[src/rtl/ssd_scan_driver_if.sv]
// Bundle between the datapath (master) and the seven-segment scan driver (slave).
// Carries load-side data/controls and the board-facing SSD pin outputs.
interface ssd_scan_driver_if #(
  parameter int N_DIGITS = 8,
  parameter int PWM_BITS = 4
);
  logic [4*N_DIGITS-1:0] Value;
  logic [N_DIGITS-1:0]   Dp_in;
  logic [N_DIGITS-1:0]   Digit_en;
  logic                  Load;
  logic                  Blank_lz;
  logic [PWM_BITS-1:0]   Brightness;
  logic [N_DIGITS-1:0]   An;
  logic [7:0]            Cathodes;
  logic                  Frame_done;

  modport master (
    output Value, Dp_in, Digit_en, Load, Blank_lz, Brightness,
    input  An, Cathodes, Frame_done
  );

  modport slave (
    input  Value, Dp_in, Digit_en, Load, Blank_lz, Brightness,
    output An, Cathodes, Frame_done
  );
endinterface

[src/rtl/ssd_scan_driver.sv]
// Multiplexed N-digit hex seven-segment driver: double-buffered loading,
// per-digit enable/decimal point, leading-zero blanking and PWM brightness.
module ssd_scan_driver #(
  parameter int N_DIGITS = 8,
  parameter int SCAN_DIV = 262144,
  parameter int PWM_BITS = 4
) (
  input  logic             Clk,
  input  logic             Reset_n,
  ssd_scan_driver_if.slave bus
);
  localparam int PRE_W = (SCAN_DIV > 1) ? $clog2(SCAN_DIV) : 1;
  localparam int IDX_W = (N_DIGITS > 1) ? $clog2(N_DIGITS) : 1;
  localparam logic [PRE_W-1:0]    PRE_LAST = PRE_W'(SCAN_DIV - 1);
  localparam logic [IDX_W-1:0]    IDX_LAST = IDX_W'(N_DIGITS - 1);
  localparam logic [PWM_BITS-1:0] BR_FULL  = '1;

  typedef struct packed {
    logic [4*N_DIGITS-1:0] value;
    logic [N_DIGITS-1:0]   dp;
    logic [N_DIGITS-1:0]   en;
  } frame_t;

  function automatic logic [6:0] seg_decode(input logic [3:0] nib);
    logic [6:0] seg;
    case (nib)
      4'h0: seg = 7'b0000001;
      4'h1: seg = 7'b1001111;
      4'h2: seg = 7'b0010010;
      4'h3: seg = 7'b0000110;
      4'h4: seg = 7'b1001100;
      4'h5: seg = 7'b0100100;
      4'h6: seg = 7'b0100000;
      4'h7: seg = 7'b0001111;
      4'h8: seg = 7'b0000000;
      4'h9: seg = 7'b0000100;
      4'hA: seg = 7'b0001000;
      4'hB: seg = 7'b1100000;
      4'hC: seg = 7'b0110001;
      4'hD: seg = 7'b1000010;
      4'hE: seg = 7'b0110000;
      default: seg = 7'b0111000;
    endcase
    return seg;
  endfunction

  logic [PRE_W-1:0]    presc;
  logic [IDX_W-1:0]    idx;
  logic [PWM_BITS-1:0] pwm_cnt;
  logic                slot_end;
  logic                frame_end;

  frame_t pend;
  frame_t act;
  logic   pend_vld;

  logic [N_DIGITS-1:0] lz_mask;
  logic                zero_run;
  logic [3:0]          nib_p0;
  logic                dark_p0;
  logic                lit_p0;
  logic [N_DIGITS-1:0] an_p0;
  logic [7:0]          cath_p0;
  logic                fd_p0;

  logic [N_DIGITS-1:0] an_p1;
  logic [7:0]          cath_p1;
  logic                fd_p1;

  assign slot_end  = (presc == PRE_LAST);
  assign frame_end = slot_end && (idx == IDX_LAST);

  always_ff @(posedge Clk or negedge Reset_n) begin
    if (!Reset_n) begin
      presc <= '0;
      idx   <= '0;
    end else if (slot_end) begin
      presc <= '0;
      idx   <= (idx == IDX_LAST) ? '0 : idx + 1'b1;
    end else begin
      presc <= presc + 1'b1;
    end
  end

  always_ff @(posedge Clk or negedge Reset_n) begin
    if (!Reset_n) begin
      pwm_cnt <= '0;
    end else begin
      pwm_cnt <= pwm_cnt + 1'b1;
    end
  end

  // Active only changes on a frame boundary; a Load landing on that same
  // edge stays pending so the frame being committed is never torn.
  always_ff @(posedge Clk or negedge Reset_n) begin
    if (!Reset_n) begin
      pend     <= '0;
      act      <= '0;
      pend_vld <= 1'b0;
    end else begin
      if (frame_end && pend_vld) begin
        act <= pend;
      end
      if (bus.Load) begin
        pend.value <= bus.Value;
        pend.dp    <= bus.Dp_in;
        pend.en    <= bus.Digit_en;
        pend_vld   <= 1'b1;
      end else if (frame_end) begin
        pend_vld   <= 1'b0;
      end
    end
  end

  // Stage p0: a digit is a leading zero if it and everything above it read
  // as zero, with disabled digits treated as zero. Digit 0 is always shown.
  always_comb begin
    zero_run = 1'b1;
    lz_mask  = '0;
    for (int i = N_DIGITS - 1; i >= 0; i--) begin
      zero_run   = zero_run & ~(act.en[i] & (|act.value[4*i +: 4]));
      lz_mask[i] = zero_run && (i != 0);
    end
  end

  always_comb begin
    nib_p0  = act.value[{idx, 2'b00} +: 4];
    dark_p0 = ~act.en[idx] | (bus.Blank_lz & lz_mask[idx]);
    lit_p0  = ~dark_p0 & ((bus.Brightness == BR_FULL) | (pwm_cnt < bus.Brightness));
    an_p0   = '1;
    if (lit_p0) begin
      an_p0[idx] = 1'b0;
    end
    cath_p0 = dark_p0 ? 8'hFF : {seg_decode(nib_p0), ~act.dp[idx]};
    fd_p0   = (idx == '0) && (presc == '0);
  end

  // Stage p1: registered pin drivers
  always_ff @(posedge Clk or negedge Reset_n) begin
    if (!Reset_n) begin
      an_p1   <= '1;
      cath_p1 <= 8'hFF;
      fd_p1   <= 1'b0;
    end else begin
      an_p1   <= an_p0;
      cath_p1 <= cath_p0;
      fd_p1   <= fd_p0;
    end
  end

  assign bus.An         = an_p1;
  assign bus.Cathodes   = cath_p1;
  assign bus.Frame_done = fd_p1;
endmodule

[src/flat_wrapper.sv]
// flat-port wrapper written by rule: the top's interface ports become plain ports
module ssd_scan_driver_flat 
#(
  parameter int N_DIGITS = 8,
  parameter int SCAN_DIV = 262144,
  parameter int PWM_BITS = 4
)
  (Clk, Reset_n, bus_Value, bus_Dp_in, bus_Digit_en, bus_Load, bus_Blank_lz, bus_Brightness, bus_An, bus_Cathodes, bus_Frame_done);
  ssd_scan_driver_if #(.N_DIGITS(N_DIGITS), .PWM_BITS(PWM_BITS)) bus_i ();
  input  logic Clk;
  input  logic Reset_n;
  input wire logic [$bits(bus_i.Value)-1:0] bus_Value;
  input wire logic [$bits(bus_i.Dp_in)-1:0] bus_Dp_in;
  input wire logic [$bits(bus_i.Digit_en)-1:0] bus_Digit_en;
  input wire logic [$bits(bus_i.Load)-1:0] bus_Load;
  input wire logic [$bits(bus_i.Blank_lz)-1:0] bus_Blank_lz;
  input wire logic [$bits(bus_i.Brightness)-1:0] bus_Brightness;
  output wire logic [$bits(bus_i.An)-1:0] bus_An;
  output wire logic [$bits(bus_i.Cathodes)-1:0] bus_Cathodes;
  output wire logic [$bits(bus_i.Frame_done)-1:0] bus_Frame_done;
  assign bus_i.Value = bus_Value;
  assign bus_i.Dp_in = bus_Dp_in;
  assign bus_i.Digit_en = bus_Digit_en;
  assign bus_i.Load = bus_Load;
  assign bus_i.Blank_lz = bus_Blank_lz;
  assign bus_i.Brightness = bus_Brightness;
  assign bus_An = bus_i.An;
  assign bus_Cathodes = bus_i.Cathodes;
  assign bus_Frame_done = bus_i.Frame_done;
  ssd_scan_driver #(.N_DIGITS(N_DIGITS), .SCAN_DIV(SCAN_DIV), .PWM_BITS(PWM_BITS)) u_core (.Clk(Clk), .Reset_n(Reset_n), .bus(bus_i));
endmodule
[config.mk]
export PLATFORM = sky130hd
export DESIGN_NAME = ssd_scan_driver_flat
export DESIGN_NICKNAME = d
export VERILOG_FILES = /design/src/rtl/ssd_scan_driver_if.sv /design/src/rtl/ssd_scan_driver.sv /design/src/flat_wrapper.sv
export SDC_FILE = /design/constraint.sdc
export NUM_CORES = 1
export LEC_CHECK = 0
export BUFFER_PORTS_ARGS = -buffer_cell sky130_fd_sc_hd__clkbuf_2
export CORE_MARGIN = 5
export CORE_UTILIZATION = 60
export CTS_BUF_LIST = sky130_fd_sc_hd__clkbuf_4
export DETAILED_ROUTE_END_ITERATION = 7
export GPL_ROUTABILITY_DRIVEN = 0
export HOLD_SLACK_MARGIN = 0.1
export PLACE_DENSITY = 0.86
export SYNTH_ARGS = -nofsm -noshare
export SYNTH_HDL_FRONTEND = slang
export SYNTH_SLANG_ARGS = --single-unit
[constraint.sdc]
create_clock -name Clk -period 4.9 [get_ports Clk]
set_input_delay 0.735 -clock Clk [delete_from_list [all_inputs] [get_ports Clk]]
set_output_delay 0.735 -clock Clk [all_outputs]
set_load 0.1 [all_outputs]
==> results of run 1 <==
-- cell usage in the layout (no fill, tap or decap), drive strengths merged, types with 2 or more instances in the layout --
cell type / n
nand2b: 2
buf: 3
bufinv: 4
o221ai: 5
nor2b: 2
mux4: 6
or2: 3
or4: 2
or3: 3
nor4: 3
inv: 22
a211oi: 2
clkinvlp: 2
mux2i: 10
o41ai: 5
mux2: 99
xor2: 6
o2111ai: 3
a41oi: 2
ha: 15
nor4b: 2
a22oi: 2
and3: 7
a21oi: 5
nor2: 17
clkinv: 4
a21o: 2
nor3: 7
dfrtp: 123
a211o: 2
nand2: 13
nand4: 8
xnor2: 10
a31oi: 2
o21ai: 7
dfstp: 16
clkbuf: 88
nand3: 16
-- critical path, stage by stage (launching register included) --
cell      delay (ps)
dfrtp_1         1050
mux4_2           610
mux2_2           330
inv_1            180
ha_1             290
mux2i_1          180
o221ai_1         160
-- worst paths after layout --
| kind | endpoint | startpoint | slack [ps] |
|---|---|---|---|
| worst max-delay path | u_core.bus.Cathodes[6] | u_core.idx[0] | 1950 |
| max in group asynchronous | u_core.act[9] | Reset_n | 3740 |
| worst min register to register | u_core.bus.Frame_done | u_core.presc[17] | 470 |
| worst max register to register | u_core.bus.Cathodes[6] | u_core.idx[0] | 1950 |
| worst min-delay path | u_core.presc[4] | Reset_n | 140 |
| min in group Clk | u_core.pend[9] | bus_Dp_in[1] | 400 |
-- registers in the layout, summed over array words and instances (netlist names) --
register	cells
u_core.act	48
u_core.pend	48
u_core.presc	18
u_core.bus.An	8
u_core.bus.Cathodes	8
u_core.pwm_cnt	4
u_core.idx	3
u_core.bus.Frame_done	1
u_core.pend_vld	1
-- kinds of logic (layout without fill, tap and decap cells) --
group,after synthesis,in the layout,synth area share (%)
buffers and inverters,37,123,3.13
AOI/OAI and AO/OA,46,46,5.86
and+or+nand+nor,88,88,7.82
adders and majority gates,15,15,2.97
xor gates and xnor gates,16,16,2.22
DFF,139,139,55.3
muxes,115,115,22.7
-- cell usage after synthesis (7+ instances only) --
library cell  number  area share [%]
dfstp_2           16             6.6
inv_1             17             1.0
dfrtp_1          123              49
nor2_1            17             1.0
nand3_1           16             1.3
nand2_1           13            0.77
ha_1              15             3.0
nand4_1            7            0.69
mux2_2            78              14
mux2i_1            9             1.4
mux2_4            19             4.5
o21ai_0            7            0.55
xnor2_1           10             1.4
-- power by group through the flow --
stage	clock (mW)	sequential [mW]	combinational [mW]
4_1_cts	0.866	1.21	0.105
5_1_grt	0.923	1.22	0.116
3_5_place_dp	0	1.23	0.105
6_report	0.852	1.21	0.102
2_1_floorplan	0	1.22	0.0520
3_3_place_gp	0	1.23	0.0986
-- per-stage QoR --
| stage | worst slack (ps) | util, % | cells | power [mW] |
|---|---|---|---|---|
| after floorplan | 2550 | - | 456 | 1.27 |
| after global placement | 2180 | 65.3 | 646 | 1.33 |
| after detailed placement | 2010 | 65.3 | 646 | 1.34 |
| after CTS | 1980 | 68.5 | 678 | 2.18 |
| after global routing | 1730 | 68.5 | 678 | 2.26 |
| final | 1950 | 68.5 | 678 | 2.17 |
-- layout make-up --
class	instances	area share (%)
inverter	17	0.902
tap	136	2.40
timing repair buffer	74	5.34
multi-input combinational	280	37.1
clock buffer	17	1.80
sequential	139	49.4
clock inverter	15	3.01
-- layer usage --
layer,GRT usage (%),up-vias,wire length [um]
met3,5.23,39,748
met1,27.0,2003,5170
met4,8.81,0,288
li1,-,1810,-
met2,34.3,161,6250
met5,0,-,0
==> results_dict.tcl, run 1 <==
set metrics [dict create \
    final_nets 600 \
    status "completed" \
    wl_per_cell_um 18.4 \
    drt_iter0_drc 347 \
    viasPerCell 5.92 \
    h-tree-depth 4 \
    regArea_sq_um 3500 \
    clock_skew_ps 26.4 \
    ys_seq_area_share_pct 55.3 \
    cts_setup_buffers 0 \
    final_cell_area_sq_um 7080 \
    multi_input_area_sq_um 2630 \
    synth_flop_cell "dfrtp_1" \
    start_util_pct 61.2 \
    cp-start-kind "flip-flop" \
    dp_hpwl_um 8790 \
    synth_warnings 0 \
    cts_tree "built" \
    core_area_sq_um 10300 \
    fin_crit_sh_pct 60.1 \
    critical_path.max_fanout 28 \
    ctsHoldBuffers 0 \
    synth.avg_cell_area_sq_um 13.9 \
    seq_power_share_pct 56.0 \
    cts_resized 0 \
    finalSetupTns_ps 0 \
    leakage_nw 3.29 \
    area_growth_pct 11.9 \
    rsz0062_at_grt "no" \
    fp.dieH_um 113 \
    route.final.wire_length_um 12500 \
    track_usage_pct 21.0 \
    die_area_sq_um 12700 \
    whs_ps 138 \
    antenna_found_initial 0 \
    netlist-cell-type-count 60 \
    setup_viol 0 \
    crit_type "flip-flop to flip-flop" \
    reg2reg_depth 6 \
    combPwrFrac_pct 4.7 \
    dr.pass1.iters 5 \
    ant_nets 0 \
    die_w_um 113 \
    relSlewSlack_pct 20.8 \
    grt_pass1_vias 4187 \
    required_ps 5320 \
    grt_max_degree 55 \
    cts-root-buf "clkbuf_4" \
    worstMarginPinSlew_ps 1190 \
    cts_buffer_depth 2 \
    fill_cells 707 \
    switchingPower_mw 0.509 \
    hold_viol 0 \
    synth_cells 456 \
    maxCapViolCount 0 \
    io_pins 73 \
    portBuffers 72 \
    fmax_ghz 0.339 \
    clockPowerShare_pct 39.3 \
    ys_ff_latch 139 \
    ys_async_sr_fraction_pct 100 \
    synth_nets 527 \
    cts_made_buffers 17 \
    min_period_ps 2950 \
    drc_errors 0 \
    min_path_type "input port to async pin" \
    switching_share_pct 23.5 \
    antenna_cells 0 \
    critPathArrivalTime_ps 3370 \
    vdd_drop_max_uv 256 \
    internal_power_mw 1.66 \
    worstSetupEndpointType "flip-flop" \
    grt-ovfl-total 0 \
    grt_pass1_wl_um 21100 \
    clkLatencyLatePin_ps 550 \
    clkTransAtPathRegs_ps 130 \
    synth_area_sq_um 6320 \
    rows 37 \
    maxSlewViolCount 0 \
    drive_above_1_share_pct 43.7 \
    power_density_nw_per_um2 306 \
    vias 4013 \
    clock-sinks 139 \
    placed_area_sq_um 6740 \
    synth-edff-count 0 \
]
(Power assumes the default switching activity.)
==> run 2: changes to the inputs <==
--- a/config.mk
+++ b/config.mk
@@ -7,12 +7,12 @@
 export LEC_CHECK = 0
 export BUFFER_PORTS_ARGS = -buffer_cell sky130_fd_sc_hd__clkbuf_2
 export CORE_MARGIN = 5
-export CORE_UTILIZATION = 60
+export CORE_UTILIZATION = 55
 export CTS_BUF_LIST = sky130_fd_sc_hd__clkbuf_4
 export DETAILED_ROUTE_END_ITERATION = 7
 export GPL_ROUTABILITY_DRIVEN = 0
 export HOLD_SLACK_MARGIN = 0.1
-export PLACE_DENSITY = 0.86
+export PLACE_DENSITY = 0.83
 export SYNTH_ARGS = -nofsm -noshare
 export SYNTH_HDL_FRONTEND = slang
 export SYNTH_SLANG_ARGS = --single-unit
==> constraint.sdc (replaced) <==
create_clock -name Clk -period 2.5 [get_ports Clk]
set_input_delay 0.375 -clock Clk [delete_from_list [all_inputs] [get_ports Clk]]
set_output_delay 0.375 -clock Clk [all_outputs]
set_load 0.1 [all_outputs]
==> run 2 against run 1 <==
Compared with the run above: clock power increased by 68%; cell area grew 7.9%; critical path depth is 2 higher.
==> results_dict.tcl, run 2 (synthesis results as in run 1) <==
set metrics [dict create \
    setup_ws_ps 155 \
    worstMarginPinSlew_ps 679 \
    min_period_ps 2350 \
    portBuffers 72 \
    drive_above_1_share_pct 41.3 \
    path_cells "nor2b_2 -> a221o_1 -> a22oi_2 -> inv_1 -> ha_1 -> mux2i_1 -> or2_1 -> o2111ai_1" \
    cts_buffer_depth 2 \
    maxSlewViolCount 0 \
    relSlewSlack_pct 54.7 \
    hold_viol 0 \
    maxCapViolCount 0 \
    wl_per_cell_um 17.9 \
    core_area_sq_um 11300 \
    die_w_um 117 \
    fin_crit_sh_pct 93.8 \
    layout_commonest_cell "dfrtp_1" \
    whs_ps 349 \
    worst-r2r-setup-slack_ps 150 \
    area_growth_pct 20.8 \
    crit_type "flip-flop to flip-flop" \
    track_usage_pct 20.8 \
    vias 4247 \
    dpl.cell_count 663 \
    dr.pass1.iters 5 \
    required_ps 2950 \
    rows 39 \
    min_path_type "input port to flip-flop" \
    critical_path.max_fanout 16 \
    grt_max_degree 63 \
    crit_path_top_delay_cell "dfrtp_1" \
    h-tree-depth 4 \
    antenna_found_initial 0 \
    leakage_nw 3.53 \
    final_nets 661 \
    clock-sinks 139 \
    rsz0062_at_grt "no" \
    io_pins 73 \
    route.final.wire_length_um 13300 \
    drc_errors 0 \
    grt_pass1_wl_um 21800 \
    power_density_nw_per_um2 534 \
    max_stage_delay_ps 580 \
    fp.dieH_um 117 \
    dpl_worst_slack_ps 51.5 \
    vdd_drop_max_uv 374 \
    finalSetupTns_ps 0 \
    worstSetupEndpointType "flip-flop" \
    cts_made_buffers 17 \
    viasPerCell 5.69 \
    status "completed" \
    dp_hpwl_um 9100 \
    largestRegisters "u_core.act x48, u_core.pend x48, u_core.presc x18" \
    grt_pass1_vias 4375 \
    die_area_sq_um 13700 \
    setup_viol 0 \
    antenna_cells 0 \
    cts_tree "built" \
    layout_common_cells "dfrtp_1 (122), mux2_2 (78), clkbuf_2 (71), dlygate4sd3_1 (49), mux2_4 (19)" \
    critPathArrivalTime_ps 2800 \
    start_util_pct 55.8 \
    drt_iter0_drc 230 \
    clkLatencyLatePin_ps 550 \
    final_cells 746 \
    clkTransAtPathRegs_ps 120 \
    cp-start-kind "flip-flop" \
    fmax_ghz 0.426 \
    cts-root-buf "clkbuf_4" \
    ant_nets 0 \
    grt-ovfl-total 0 \
    clock_skew_ps 13.3 \
]
-- run 2: final timing paths --
kind | startpoint | end | depth (start not counted)
max in group asynchronous | Reset_n | u_core.pend[27] | 3
setup reg to reg | u_core.idx[1] | u_core.bus.Cathodes[4] | 8
min in group asynchronous | Reset_n | u_core.presc[6] | 2
setup / recovery | u_core.idx[1] | u_core.bus.Cathodes[4] | 8
hold reg to reg | u_core.pwm_cnt[0] | u_core.pwm_cnt[0] | 1
hold / removal | bus_Brightness[0] | u_core.bus.An[6] | 4
-- run 2: routing by layer --
metal | vias to the layer above | wire length (um) | global-route usage (%)
li1 | 1936 | - | -
met1 | 2127 | 5600 | 27.3
met2 | 159 | 6710 | 33.3
met3 | 25 | 800 | 5.50
met4 | 0 | 239 | 7.87
met5 | - | 0 | 0
-- run 2: area by class of cell --
class	count	area (sq um)
Clock buffer	18	135
Clock inverter	14	148
Fill cell	794	3690
Inverter	17	63.8
Multi-Input combinational cell	280	2630
Sequential cell	139	3500
Tap cell	143	179
Timing Repair Buffer	135	983
-- run 2: through the flow --
step	area (sq um)	power, mW	util (%)
after CTS	7620	4.11	67.3
after global routing	7630	4.25	67.4
after global placement	6850	2.61	60.5
final	7630	4.08	67.4
after detailed placement	6850	2.63	60.5
after floorplan	6320	2.50	-
-- run 2: repair_timing --
action | 4_1_cts | 5_1_grt
setup buffers | 0 | 2
hold endpoints to repair | 82 | 0
hold buffers | 49 | 0
gates resized for setup | 0 | 1
endpoints found under the setup margin | 0 | 5
-- run 2: power breakdown --
| group | switching [mW] | internal, mW | leakage [nW] |
|---|---|---|---|
| clock network | 0.827 | 0.605 | 0.142 |
| registers | 0.0499 | 2.33 | 1.75 |
| logic | 0.110 | 0.159 | 1.63 |
| total | 0.986 | 3.09 | 3.53 |
-- run 2: critical path, delay by kind of cell (launching register included) --
kind	cells	cell delay (ps)
compound gates	3	760
flops	1	580
simple gates	2	360
fa+ha+maj	1	260
buf+inv	1	150
mux	1	140
